[config.mk]
export PLATFORM = sky130hd
export DESIGN_NAME = vga_timing_gen
export DESIGN_NICKNAME = d
export VERILOG_FILES = /design/src/rtl/vga_timing_gen.sv
export SDC_FILE = /design/constraint.sdc
export NUM_CORES = 1
export LEC_CHECK = 0
export BUFFER_PORTS_ARGS = -buffer_cell sky130_fd_sc_hd__buf_2
export CAP_MARGIN = 20
export CELL_PAD_IN_SITES_DETAIL_PLACEMENT = 1
export CELL_PAD_IN_SITES_GLOBAL_PLACEMENT = 1
export CORE_UTILIZATION = 40
export DETAILED_ROUTE_END_ITERATION = 10
export HOLD_SLACK_MARGIN = 0.03
export PLACE_DENSITY_LB_ADDON = 0.1
export SLEW_MARGIN = 20
export SYNTH_ARGS = -nofsm -noshare
export SYNTH_HDL_FRONTEND = slang
export SYNTH_SLANG_ARGS = --single-unit
[constraint.sdc]
create_clock -name clk -period 4.2 [get_ports clk]
set_input_delay 0.42 -clock clk [delete_from_list [all_inputs] [get_ports clk]]
set_output_delay 0.42 -clock clk [all_outputs]
set_load 0.05 [all_outputs]
[src/rtl/vga_timing_gen.sv]
// Parametrised VGA timing generator: pixel-tick divider, h/v counters, registered sync/blank decode,
// line/frame strobes and a frame counter. Define VGA_TIMING_PIPE_EN to delay hs/vs/blank_n by one pixel tick.
module vga_timing_gen #(
  parameter int   CLK_DIV  = 2,
  parameter int   H_ACTIVE = 640,
  parameter int   H_FP     = 16,
  parameter int   H_SYNC   = 96,
  parameter int   H_BP     = 48,
  parameter int   V_ACTIVE = 480,
  parameter int   V_FP     = 10,
  parameter int   V_SYNC   = 2,
  parameter int   V_BP     = 33,
  parameter logic HS_POL   = 1'b0,
  parameter logic VS_POL   = 1'b0,
  parameter int   CW       = 10,
  parameter int   FCW      = 8
) (
  input  logic           clk,
  input  logic           reset,
  input  logic           en,
  output logic           pix_en,
  output logic [CW-1:0]  hcount,
  output logic [CW-1:0]  vcount,
  output logic           vga_hs,
  output logic           vga_vs,
  output logic           vga_blank_n,
  output logic           line_start,
  output logic           frame_start,
  output logic [FCW-1:0] frame_count
);

  localparam int H_TOTAL  = H_ACTIVE + H_FP + H_SYNC + H_BP;
  localparam int V_TOTAL  = V_ACTIVE + V_FP + V_SYNC + V_BP;
  localparam int HS_START = H_ACTIVE + H_FP;
  localparam int HS_STOP  = HS_START + H_SYNC;
  localparam int VS_START = V_ACTIVE + V_FP;
  localparam int VS_STOP  = VS_START + V_SYNC;
  localparam int DW       = (CLK_DIV > 1) ? $clog2(CLK_DIV) : 1;
  localparam logic [DW-1:0] DIV_LAST = DW'(CLK_DIV - 1);
  localparam logic [CW-1:0] H_LAST   = CW'(H_TOTAL - 1);
  localparam logic [CW-1:0] V_LAST   = CW'(V_TOTAL - 1);

  if ((2 ** CW) < H_TOTAL || (2 ** CW) < V_TOTAL) begin : g_bad_cw
    $fatal(1, "vga_timing_gen: CW too narrow for H_TOTAL/V_TOTAL");
  end
  if (H_SYNC == 0 || V_SYNC == 0 || CLK_DIV == 0) begin : g_bad_cfg
    $fatal(1, "vga_timing_gen: sync widths and CLK_DIV must be non-zero");
  end

  logic [DW-1:0]  div_q, div_d;
  logic [CW-1:0]  hcount_q, hcount_d, vcount_q, vcount_d;
  logic [FCW-1:0] frame_count_q, frame_count_d;
  logic           pix_en_q, pix_en_d, line_start_q, line_start_d, frame_start_q, frame_start_d;
  logic           hs_q, hs_d, vs_q, vs_d, blank_n_q, blank_n_d;
  logic           tick, h_wrap, v_wrap;
  int             h_n, v_n;

  // Decode looks at the next counter values so sync/blank line up with hcount/vcount in the same clk.
  always_comb begin
    tick          = en && (div_q == DIV_LAST);
    h_wrap        = (hcount_q == H_LAST);
    v_wrap        = (vcount_q == V_LAST);
    div_d         = div_q;
    hcount_d      = hcount_q;
    vcount_d      = vcount_q;
    frame_count_d = frame_count_q;
    hs_d          = hs_q;
    vs_d          = vs_q;
    blank_n_d     = blank_n_q;
    pix_en_d      = tick;
    line_start_d  = tick && h_wrap;
    frame_start_d = tick && h_wrap && v_wrap;
    h_n           = 0;
    v_n           = 0;
    if (en) begin
      div_d = tick ? '0 : div_q + 1'b1;
    end
    if (tick) begin
      hcount_d = h_wrap ? '0 : hcount_q + 1'b1;
      if (h_wrap) begin
        vcount_d = v_wrap ? '0 : vcount_q + 1'b1;
      end
      if (h_wrap && v_wrap) begin
        frame_count_d = frame_count_q + 1'b1;
      end
      h_n       = int'(hcount_d);
      v_n       = int'(vcount_d);
      hs_d      = (h_n >= HS_START && h_n < HS_STOP) ? HS_POL : ~HS_POL;
      vs_d      = (v_n >= VS_START && v_n < VS_STOP) ? VS_POL : ~VS_POL;
      blank_n_d = (h_n < H_ACTIVE) && (v_n < V_ACTIVE);
    end
  end

  always_ff @(posedge clk or posedge reset) begin
    if (reset) begin
      div_q         <= '0;
      hcount_q      <= '0;
      vcount_q      <= '0;
      frame_count_q <= '0;
      pix_en_q      <= 1'b0;
      line_start_q  <= 1'b0;
      frame_start_q <= 1'b0;
      hs_q          <= ~HS_POL;
      vs_q          <= ~VS_POL;
      blank_n_q     <= 1'b1;
    end else begin
      div_q         <= div_d;
      hcount_q      <= hcount_d;
      vcount_q      <= vcount_d;
      frame_count_q <= frame_count_d;
      pix_en_q      <= pix_en_d;
      line_start_q  <= line_start_d;
      frame_start_q <= frame_start_d;
      hs_q          <= hs_d;
      vs_q          <= vs_d;
      blank_n_q     <= blank_n_d;
    end
  end

`ifdef VGA_TIMING_PIPE_EN
  // Extra pixel-tick stage so sync/blank match a pixel generator that registers RGB once.
  logic hs_p_q, vs_p_q, blank_n_p_q;

  always_ff @(posedge clk or posedge reset) begin
    if (reset) begin
      hs_p_q      <= ~HS_POL;
      vs_p_q      <= ~VS_POL;
      blank_n_p_q <= 1'b1;
    end else if (tick) begin
      hs_p_q      <= hs_q;
      vs_p_q      <= vs_q;
      blank_n_p_q <= blank_n_q;
    end
  end

  assign vga_hs      = hs_p_q;
  assign vga_vs      = vs_p_q;
  assign vga_blank_n = blank_n_p_q;
`else
  assign vga_hs      = hs_q;
  assign vga_vs      = vs_q;
  assign vga_blank_n = blank_n_q;
`endif

  assign pix_en      = pix_en_q;
  assign hcount      = hcount_q;
  assign vcount      = vcount_q;
  assign line_start  = line_start_q;
  assign frame_start = frame_start_q;
  assign frame_count = frame_count_q;

endmodule

## After elaboration in Yosys (flattened, before gate mapping)

Cells that the tools add are included.

| storage, ports and cells | value |
|---|---|
| bits in registers | 35 |
| logic and storage cells | 37 |

| cells by class | value |
|---|---|
| $add $sub $neg | 4 |
| magnitude comparators | 6 |
| eq/ne operators | 2 |
| muxes and demuxes | 7 |
| reduce and logical (&&, ||, !) cells | 8 |

Operators with widths:

| cell | number |
|---|---|
| 10-bit 2-to-1 mux | 4 |
| 10-bit by 1-bit adder with 10-bit output, second input constant | 2 |
| 10-bit equality test, second input constant | 2 |
| 10-bit < comparator, second input constant | 2 |
| 10-bit by 9-bit < comparator with 1-bit output, second input constant | 2 |
| 10-bit >= comparator, second input constant | 1 |
| 10-bit by 9-bit >= comparator with 1-bit output, second input constant | 1 |
| 8-bit by 1-bit adder with 8-bit output, second input constant | 1 |
| 1-bit logical AND | 7 |
| 1-bit 2-to-1 mux | 3 |
| 2-bit AND reduction | 1 |
| 1-bit adder, second input constant | 1 |

## Longest topological paths before layout

Gate-level depths: netlist of the first run.

| depth | value |
|---|---|
| depth in word-level cells | 7 |
| depth in mapped cells | 9 |
| mapped depth without buffers | 8 |

## Least setup slack after synthesis of the first run

OpenSTA, ideal clock, no wires.

| timing path | value |
|---|---|
| path kind | register to register |
| from | reg hcount_q[0], in the netlist hcount[0] |
| to | reg blank_n_q, in the netlist vga_blank_n |
| setup time | 0.080 ns |
| arrival | 2.813 ns |
| required time | 4.120 ns |
| setup slack | 1.307 ns |
| stages on the path, launching flop included | 8 |
| cells stage by stage | dfrtp_1 ha_1 nand4_4 or4_4 nor4_4 xnor2_1 or4_1 a32o_1 |

| between the ends | value |
|---|---|
| cells in the longest elaborated chain, start to end | 5 |
| elaborated cells on any way between the ends | 8 |

RTL lines:

| item | RTL line | text |
|---|---|---|
| start, declared | 51 | `logic [CW-1:0] hcount_q, hcount_d, vcount_q, vcount_d;` |
| start signal, assigned | 108 | `hcount_q <= hcount_d;` |
| branches (longest 4 deep; another with 10-bit by 1-bit adder with 10-bit output) | - |  |
| 1-bit logical AND * | 90 | `blank_n_d = (h_n < H_ACTIVE) && (v_n < V_ACTIVE);` |
| end signal, assigned | 116 | `blank_n_q <= blank_n_d;` |
| end, declared | 54 | `logic hs_q, hs_d, vs_q, vs_d, blank_n_q, blank_n_d;` |

Mark *: on every way between the ends. The select of a mux whose other input is x is not followed.
A chain may end at the register's enable or synchronous reset.

## Worst setup path in the final report of the first run

Ends and elaborated chain as after synthesis.

==> results of run 1 <==
==> worst min-delay path: cells and delay by family <==
kind                   cells  cell delay, ns
buffers and inverters      3            0.52
==> per-layer routing <==
metal	vias up	global-route usage	share of wire
li1	834	-	-
met1	828	0.296	0.50
met2	36	0.315	0.45
met3	4	0.0414	0.037
met4	0	0.0763	0.011
met5	-	0	0
==> Yosys cell counts (4+ instances only) <==
cell	n
xor2_1	7
clkbuf_1	4
nor2_1	13
xnor2_1	10
a21oi_1	5
nand4_1	9
nand2_1	28
a31oi_1	4
inv_1	6
o21ai_0	15
nor4_1	4
dfrtp_1	32
nand3_1	11
and3_1	5
ha_1	5
==> power by group <==
part	internal, mW	switching, mW	total, mW
Clock	0.237	0.134	0.371
Sequential	0.377	0.0684	0.446
Combinational	0.0660	0.195	0.261
Total	0.680	0.397	1.08
==> cell families after synthesis <==
logic type / count (synthesis) / synth area share
simple gates: 88 / 0.241
compound gates: 44 / 0.147
flops: 35 / 0.439
buf+inv: 18 / 0.0462
xor+xnor: 17 / 0.0743
fa+ha+maj: 5 / 0.0312
mux: 4 / 0.0206
==> sequential cells by signal, summed over array words and instances (netlist names) <==
register / flops
div_q: 1
frame_count: 8
frame_start: 1
hcount: 10
line_start: 1
pix_en: 1
vcount: 10
vga_blank_n: 1
vga_hs: 1
vga_vs: 1
==> how the worst max path moves through the flow <==
stage	cells past startpoint	endpoint	slack, ns
2_1_floorplan	7	vga_blank_n	1.31
3_3_place_gp	7	vga_blank_n	1.62
3_5_place_dp	7	vga_blank_n	1.54
4_1_cts	7	vga_blank_n	1.51
5_1_grt	7	vga_blank_n	1.36
6_report	7	vga_blank_n	1.53
==> area by class of cell <==
cell class | instances | area [um^2] | share of cell area
Sequential cell | 35 | 880 | 0.374
Multi-Input combinational cell | 158 | 1030 | 0.438
Clock inverter | 3 | 67.6 | 0.0287
Inverter | 7 | 26.3 | 0.0112
Clock buffer | 5 | 68.8 | 0.0293
Timing Repair Buffer | 38 | 195 | 0.0830
Tap cell | 67 | 83.8 | 0.0356
==> metrics.txt, run 1 <==
WP data arrival=2.88 ns; H-tree levels=2; YS warnings=0; vias per inst=5.44; Pwr Total=1.08 mW; first-pass GRT wire length=8.43 mm; commonest non-fill, non-tap cell in the layout=buf_2; Worst slew margin=0.591; Design Area, Final=2350 um^2; drc violations=0; gr usage total=0.208; reg-to-reg startpoint=hcount[0]; CP Launch Point=hcount[0]; Final Skew=0.0120 ns; family with the most delay on the worst path=simple AND/OR/NAND/NOR gates; GRT overflow=0; num rows=25; total negative slack=0 ns; maximum vdd ir drop=0.000242 V; ys flop type=dfrtp_1; diodes inserted=0; Chip Width=72.8 um; CP Capture Type=flip-flop; DP Area=2220 um^2; I/O pins=37; DP Cell Count=305; I/O Buffers=36; EDFF count, synth=0; Worst R2R Setup Slack=1.53 ns; Worst R2R End=vga_blank_n; max-slew violations=0; number of detailed-route iterations in the first pass=4; Critical Path Max Stage Delay=0.55 ns; Avg Synthesized Cell Area=9.49 um^2; die area=5290 um^2; RSZ-0062 raised after global routing=false; Area Growth Syn to Fin=17.4%; Layout Utilization=0.492; DRT antenna net count=0; status=completed; initial antenna violation count=0; Netlist cell types=50; fillers=561; fmax=375 MHz; Core ar.=4790 um^2; setup ws final=1.53 ns; top cell type's share of synthesized area=0.400; Final GP Congestion=0.823; Resize count post-CTS=0; initial core utilization=0.419; clk sinks=35; final cell count without fillers=313; most frequent cells in the layout=buf_2, dfrtp_1, nand2_1; Hold-fix buffers, CTS=0; largest net degree at the start of global routing=36; Reg clk slew, reported paths=0.08 ns; Post-Synthesis Net Count=219; PwrDens=458 nW/um^2; crit path cell chain=ha_1 -> nand4_4 -> or4_4 -> nor4_4 -> xnor2_1 -> or4_1 -> a32o_1; async set-reset flop share out of synthesis=1.00; CTS tree=built; worst r2r path cells=7; CTS root buf=clkbuf_8; worst-skew pair later-pin latency=0.29 ns; routed vias=1702; 1st-iter DRT viols=105; Max Cap Violations=0; Final period util=0.635; vias in the first global route=1649; cell area after synthesis=2000 um^2; share of layout cells above drive strength 1=0.232; number of setup violations in the final report=0; Hold Vio Cnt, Final=0; WHS=0.211 ns; Least-Margin Pin Slew=0.608 ns; Post-Syn Instances=211; CTS buffer count=5; Data required, critical path=4.42 ns; Synth area leader=dfrtp_1; fin nets=253; worst min path class=primary input to asynchronous set/reset pin; Yosys reg bits=35; Tmin final=2.67 ns; wire per inst=15.4 um; sequential share of the synthesized area=0.439; CP max FO=8; critical path type=flip-flop to flip-flop; Routed WL=4.82 mm; Worst setup SP type=flip-flop; Place WS=1.54 ns; Buf/Inv on CP=0; HPWL Detailed=3.38 mm; leak pwr=1.08 nW; Crit-path slowest cell=or4_4; clk buf depth=2; Post-CTS Setup Bufs=0; die height=72.8 um; synth top area cells=dfrtp_1, nand2_1, xnor2_1, dfstp_2, o21ai_0
(Power assumes the default switching activity.)
==> inputs of run 2 (changes only) <==
Clock period 4.2 ns to 2.6 ns, I/O delays scaled along.
==> run 2 against run 1 <==
Critical path depth did not move. Global-route usage rose by 0.57 points. Fmax rose by 6.8%. Setup slack got worse by 1.4 ns. First-iteration DRC count rose by 41%. Combinational power rose by 82%. Register-to-register slack got worse by 1.4 ns. Wire length rose by 4.9%. Clock skew fell by 0.0045 ns. Hold slack got worse by 0.047 ns. Critical path type unchanged. Critical endpoint unchanged. Largest cell class unchanged.
==> metrics.txt, run 2 (same netlist as run 1, synthesis figures left out) <==
max-slew violations=0; Max Cap Violations=0; Data required, critical path=2.81 ns; Final Skew=0.00753 ns; Tmin final=2.50 ns; diodes inserted=0; worst r2r path cells=7; I/O Buffers=36; worst-skew pair later-pin latency=0.28 ns; initial antenna violation count=0; H-tree levels=2; worst min path class=primary input to asynchronous set/reset pin; Worst R2R Setup Slack=0.10 ns; Core ar.=4790 um^2; number of setup violations in the final report=0; critical path type=flip-flop to flip-flop; Worst slew margin=0.394; reg-to-reg startpoint=hcount[0]; HPWL Detailed=3.69 mm; CP max FO=8; Hold Vio Cnt, Final=0; die area=5290 um^2; 1st-iter DRT viols=148; GRT overflow=0; Final period util=0.960; CTS root buf=clkbuf_8; PwrDens=639 nW/um^2; Post-CTS Setup Bufs=0; die height=72.8 um; wire per inst=15.4 um; fin nets=269; gr usage total=0.214; largest net degree at the start of global routing=25; leak pwr=1.15 nW; first-pass GRT wire length=8.54 mm; drc violations=0; CTS buffer count=5; clk sinks=35; Area Growth Syn to Fin=22.0%; status=completed; CP Capture Type=flip-flop; DRT antenna net count=0; vias in the first global route=1660; Chip Width=72.8 um; routed vias=1766; Final GP Congestion=0.845; RSZ-0062 raised after global routing=false; I/O pins=37; most frequent cells in the layout=buf_2, nand2_1, dfrtp_1; number of detailed-route iterations in the first pass=4; WP data arrival=2.71 ns; final cell count without fillers=329; vias per inst=5.37; DP Cell Count=321; fmax=401 MHz; CTS tree=built; Routed WL=5.05 mm; commonest non-fill, non-tap cell in the layout=buf_2; Reg clk slew, reported paths=0.07 ns; share of layout cells above drive strength 1=0.305; maximum vdd ir drop=0.000439 V; clk buf depth=2; WHS=0.164 ns; initial core utilization=0.419; num rows=25; Least-Margin Pin Slew=0.908 ns; Worst R2R End=vga_blank_n; Worst setup SP type=flip-flop
==> run 2: changes by cell type in the layout (fill, tap and decap cells not counted), sizes merged <==
cell      delta
bufinv       -2
clkinvlp     -1
clkinv       +3
buf         +16
==> run 2: area by class of cell <==
class	instances	area, um^2
inverter	7	26.3
tap	67	83.8
multi-input combinational	158	1050
timing repair buffer	54	315
clock buffer	5	68.8
clock inverter	3	15.0
fill	602	2340
sequential	35	886
==> run 2: per-layer routing <==
layer / share of wire / global-route usage / vias to the layer above
met4: 0.0087 / 0.0719 / 0
met3: 0.031 / 0.0345 / 4
met1: 0.51 / 0.310 / 857
li1: - / - / 866
met5: 0 / 0 / -
met2: 0.45 / 0.326 / 39
==> run 2: where the power goes <==
group | switching, mW | internal [mW] | leakage [nW]
sequential | 0.0916 | 0.615 | 0.447
combinational | 0.343 | 0.131 | 0.653
clock | 0.198 | 0.183 | 0.0477
total | 0.633 | 0.930 | 1.15
==> run 2: what timing repair did <==
item | CTS | global route
gates resized for setup | 0 | 1
hold buffers | 0 | 0
setup endpoints to repair | 0 | 2
==> run 2: through the flow <==
step | area [um^2] | setup slack [ns] | total power, mW | util | setup TNS [ns]
final | 2440 | 0.104 | 1.56 | 0.511 | 0
after detailed placement | 2350 | 0.116 | 1.19 | 0.492 | 0
after floorplan | 2020 | -0.0368 | 1.06 | - | -0.0368
after CTS | 2440 | 0.0948 | 1.58 | 0.510 | 0
after global placement | 2350 | 0.179 | 1.18 | 0.492 | 0
after global routing | 2440 | 0.00391 | 1.66 | 0.511 | 0
==> run 2: how the worst max path moves through the flow <==
stage,from,end,slack [ns],cells after the start
2_1_floorplan,hcount[8],vga_blank_n,-0.04,7
3_3_place_gp,hcount[0],vga_blank_n,0.18,7
3_5_place_dp,hcount[0],vga_blank_n,0.12,7
4_1_cts,hcount[0],vga_blank_n,0.09,7
5_1_grt,hcount[0],vga_blank_n,0.004,7
6_report,hcount[0],vga_blank_n,0.10,7
==> run 2: critical path: stages, from the launching register on <==
cell and delay (ns):
dfrtp_2 0.45, ha_4 0.18, nand4_4 0.10, or4_4 0.54, nor4_4 0.28, xnor2_1 0.13, or4_1 0.51, a32o_1 0.23
